## src/rtl/lamp_fpu_sqrt_round_out.sv

```systemverilog
// lamp_fpu_sqrt_round_out: rounds and packs sqrt results to BFloat16 and buffers them in a FIFO.
// Define LAMP_SQRT_RND_MODES_EN to add rnd_mode_i (RNE/RTZ/RUP/RDN); otherwise RNE only.
module lamp_fpu_sqrt_round_out #(
    parameter int FIFO_DEPTH = 2,
    parameter int E_DW = 8,
    parameter int F_DW = 7
) (
    input  logic                 clk,
    input  logic                 rst,
    input  logic                 valid_i,
    input  logic                 s_i,
    input  logic [E_DW-1:0]      e_i,
    input  logic [F_DW+4:0]      f_i,
    input  logic                 isToRound_i,
    input  logic                 isOverflow_i,
    input  logic                 isUnderflow_i,
`ifdef LAMP_SQRT_RND_MODES_EN
    input  logic [1:0]           rnd_mode_i,
`endif
    input  logic                 ready_i,
    output logic                 valid_o,
    output logic [E_DW+F_DW:0]   result_o,
    output logic [2:0]           flags_o,
    output logic                 drop_o
);
    localparam int PW = $clog2(FIFO_DEPTH);
    localparam int CW = PW + 1;

    logic [F_DW:0] mant;
    logic g, st, inc, maxFin;
    assign mant = f_i[F_DW+4:4];
    assign g = f_i[3];
    assign st = |f_i[2:0];
`ifdef LAMP_SQRT_RND_MODES_EN
    assign inc = rnd_mode_i == 2'd0 ? g & (st | mant[0]) :
                 rnd_mode_i == 2'd1 ? 1'b0 :
                 rnd_mode_i == 2'd2 ? (g | st) & ~s_i : (g | st) & s_i;
    // Overflow saturates to max-finite when rounding direction points away from infinity
    assign maxFin = rnd_mode_i == 2'd1 | (rnd_mode_i == 2'd2 & s_i) | (rnd_mode_i == 2'd3 & ~s_i);
`else
    assign inc = g & (st | mant[0]);
    assign maxFin = 1'b0;
`endif

    logic v1, v2, s1, gs1, tr1, ov1, un1, mf1;
    logic [E_DW-1:0] e1;
    logic [F_DW+1:0] sum1;
    logic [E_DW+F_DW:0] res2, res2n;
    logic [2:0] flg2, flg2n;

    always_ff @(posedge clk) begin
        if (rst) begin
            v1 <= 1'b0;
            v2 <= 1'b0;
        end else begin
            v1 <= valid_i;
            v2 <= v1;
        end
    end

    always_ff @(posedge clk) begin
        s1 <= s_i;
        e1 <= e_i;
        sum1 <= isToRound_i ? {1'b0, mant} + {{(F_DW+1){1'b0}}, inc} : {1'b0, mant};
        gs1 <= g | st;
        tr1 <= isToRound_i;
        ov1 <= isOverflow_i;
        un1 <= isUnderflow_i;
        mf1 <= maxFin;
        res2 <= res2n;
        flg2 <= flg2n;
    end

    logic [E_DW-1:0] eRnd;
    logic ovfRnd;
    assign eRnd = e1 + {{(E_DW-1){1'b0}}, sum1[F_DW+1]};
    assign ovfRnd = eRnd == {E_DW{1'b1}};
    assign res2n = !tr1 ? {s1, e1, sum1[F_DW-1:0]} :
                   ovfRnd ? {s1, mf1 ? {{(E_DW-1){1'b1}}, 1'b0} : {E_DW{1'b1}}, {F_DW{mf1}}} :
                   {s1, eRnd, sum1[F_DW+1] ? {F_DW{1'b0}} : sum1[F_DW-1:0]};
    assign flg2n = tr1 ? {ovfRnd | ov1, un1, gs1} : 3'b000;

    logic [E_DW+F_DW:0] memR [FIFO_DEPTH];
    logic [2:0] memF [FIFO_DEPTH];
    logic [PW-1:0] wp, rp;
    logic [CW-1:0] cnt;
    logic full, pop, push;
    assign full = cnt == CW'(FIFO_DEPTH);
    assign pop = valid_o & ready_i;
    // When full, the slot being popped is the one written, so push+pop is safe
    assign push = v2 & (!full | pop);

    always_ff @(posedge clk) begin
        if (rst) begin
            wp <= '0;
            rp <= '0;
            cnt <= '0;
            drop_o <= 1'b0;
        end else begin
            if (push) wp <= wp + 1'b1;
            if (pop) rp <= rp + 1'b1;
            cnt <= cnt + CW'(push) - CW'(pop);
            if (v2 & full & !pop) drop_o <= 1'b1;
        end
    end

    always_ff @(posedge clk) begin
        if (push) begin
            memR[wp] <= res2;
            memF[wp] <= flg2;
        end
    end

    assign valid_o = cnt != '0;
    assign result_o = valid_o ? memR[rp] : '0;
    assign flags_o = valid_o ? memF[rp] : 3'b000;
endmodule

```

## config.mk

```make
export PLATFORM = sky130hd
export DESIGN_NAME = lamp_fpu_sqrt_round_out
export DESIGN_NICKNAME = d
export VERILOG_FILES = /design/src/rtl/lamp_fpu_sqrt_round_out.sv
export SDC_FILE = /design/constraint.sdc
export NUM_CORES = 1
export LEC_CHECK = 0
export CORE_ASPECT_RATIO = 0.75
export CORE_UTILIZATION = 45
export DETAILED_ROUTE_END_ITERATION = 8
export PLACE_DENSITY = 0.75
export SYNTH_ARGS = -nofsm -noshare
export SYNTH_HDL_FRONTEND = slang
export SYNTH_SLANG_ARGS = --single-unit
```

## constraint.sdc

```tcl
create_clock -name clk -period 4.8 [get_ports clk]
set_clock_uncertainty 0.2 [all_clocks]
set_input_delay 0.72 -clock clk [delete_from_list [all_inputs] [get_ports clk]]
set_output_delay 0.72 -clock clk [all_outputs]
set_load 0.02 [all_outputs]
```

==> impl_results.md <==
* Crit-path max FO at 19
* DRT iter0 DRCs at 89
* Max-slew headroom at 0.258
* Worst-Skew Late Latency at 0.34 ns
* Initial core utilization at 0.475
* Sequential area share after synthesis at 0.687
* CTS tree: done
* Final hold vios at 0
* Total number of yosys warnings at 0
* Hold Path Sink: res2[15]
* Commonest cells after routing, fill and taps aside: 48 x dfxtp_1, 48 x clkdlybuf4s50_1, 38 x edfxtp_1
* Row count at 25
* R2r worst-path depth at 9
* Final wirelength at 4650 µm
* Global placer's final weighted congestion at 0.775
* CTS hold repair buffers at 0
* Die footprint at 7140 µm²
* Post-synth EDFFs at 38
* Peak VDD IR at 0.000195 V
* CTS Root Cell: clkbuf_8
* Number of global-route vias before repair at 1,691
* Synth top area cells: edfxtp_1 37%, dfxtp_1 31%, mux2i_1 6.2%, xnor2_1 3.7%, nor2_1 3.7%
* First-pass GRT wire length at 7710 µm
* CP arrival at 2.36 ns
* Clk sink count at 86
* Core box area at 6440 µm²
* Worst reg2reg path endpoint: cnt[1]
* Tot GR Track Use at 0.143
* Setup ws final at 1.52 ns
* Reg2Reg Setup Slack at 2.72 ns
* Area grow syn2layout at 27.6%
* Post-DP HPWL at 3230 µm
* Clock transition at path regs at 0.08 ns
* Share of the synthesized area in the top cell type at 0.373
* Dpl ws at 1.84 ns
* Post-route antenna net violation count at 0
* Hold crit path type: reg2reg
* Remaining global-route overflow at 0
* Final setup viols at 0
* Fin crit share at 0.684
* Min Tclk post-route at 3.28 ns
* Largest net degree at the start of global routing at 22
* Total power at 1.94 mW
* Crit path launch type: flip-flop
* Async set-or-reset flop fraction in the synthesized netlist at 0
* Post-route DRC at 0
* Via/cell ratio at 4.72
* H-Tree Depth at 3
* CP required at 3.88 ns
* # nets final at 317
* ANT cells at 0
* DRT Pass-1 Iters at 4
* CP Capture Type: output port
* Post-CTS Setup Repair Bufs at 0
* Leakage at 1.43 nW
* Maximum clock frequency at 0.305 GHz
* RR Startpoint: cnt[0]
* CTS resizes at 0
* Fin. max-slew vios at 0
* Vias at 1,741
* Cell Area, Synth at 3060 µm²
* Synth Instances at 226
* Clock Path Buffers at 2
* Setup Crit Path Kind: reg2out
* Max_cap viols at 0
* Synth Register Bits at 86
* Cell count of the worst hold path at 0
* Synth unique cells at 34
* Area leader, netlist: edfxtp_1
* Worst-margin pin slew at 1.11 ns
* Power Density at 498 nW/µm²
* Fin Setup TNS at 0 ns
* Status: finished clean
* RSZ-0062 raised after global routing: false
* Post-synth top flop: dfxtp_1
* Worst Min Path Start: s1
* TritonCTS Buffers at 9
* Initial antenna violation count at 0
* # port buffers at 48
* Avg Inst Size Synth at 13.5 µm²
* Die height at 73.4 µm
* Routed WL per cell at 12.6 µm
* DP Area at 3640 µm²
* Post-route cell area at 3910 µm²
* Chip Width at 97.2 µm
* Fraction of layout cells with a size suffix above 1 at 0.0972
* Syn_nets at 260
* Io pins at 49
-- worst max-delay path: stages (launching register included) --
cell	delay, ns
dfxtp_1	1.06
mux2i_1	0.18
nor2_1	0.16
clkdlybuf4s50_1	0.62
-- registers in the layout, summed over array words and instances, names as in the netlist, named ones only --
signal,flops
memR,32
res2,16
e1,8
sum1,8
memF,6
flg2,3
cnt,2
drop_o,1
gs1,1
ov1,1
rp,1
s1,1
tr1,1
un1,1
v1,1
v2,1
wp,1
-- cell usage after synthesis (2+ instances only) --
cell type and number:
dfxtp_1 48, edfxtp_1 38, nor2_1 30, mux2i_1 19, nand2_1 13, xnor2_1 13
a21oi_1 7, ha_1 6, inv_1 6, nand3_1 5, nand4_1 5, nor2b_1 5
clkbuf_1 3, mux2_2 3, and2_1 2, and3_1 2, buf_2 2, nand3b_1 2
xor2_1 2
-- metal layers --
metal  up-vias  wire length [µm]  GRT usage
li1        905                 -          -
met1       787              2210      0.169
met2        44              2150      0.243
met3         5               251     0.0561
met4         0                36     0.0539
met5         -                 0          0
-- how the worst max path moves through the flow --
stage	from	end	slack, ns	cells after the start
3_5_place_dp	flip-flop	result_o[14]	1.84	3
5_1_grt	flip-flop	flags_o[2]	1.34	3
3_3_place_gp	flip-flop	result_o[14]	1.87	3
2_1_floorplan	ready_i	memF[0][0]	2.58	2
4_1_cts	flip-flop	result_o[6]	1.47	3
6_report	flip-flop	result_o[6]	1.52	3
-- power breakdown --
part | switching, mW | internal (mW)
Combinational | 0.219 | 0.229
Clock | 0.234 | 0.398
Sequential | 0.0535 | 0.810
-- final cells by class --
| cell class | instances | area, µm² |
|---|---|---|
| fill | 517 | 2540 |
| sequential | 86 | 2100 |
| multi-input combinational | 129 | 915 |
| timing repair buffer | 51 | 503 |
| clock inverter | 6 | 134 |
| clock buffer | 10 | 128 |
| tap | 81 | 101 |
| inverter | 6 | 22.5 |
-- cells by family (layout without fill, tap and decap cells) --
logic type,Yosys count,after routing,share of synthesized area
compound gates,18,18,0.0515
xor+xnor,15,15,0.0429
fa+ha+maj,6,6,0.0245
buf+inv,11,73,0.0143
flops,86,86,0.687
mux,22,22,0.0732
simple gates,68,68,0.107
-- metrics by stage --
step                utilization  cells  hold WS (ns)
floorplan                     -    226         0.110
global placement          0.565    353         0.113
detailed placement        0.565    353         0.118
CTS                       0.606    369         0.136
global route              0.606    369         0.139
finish                    0.606    369         0.135
Power figures use the tool's default switching activity.
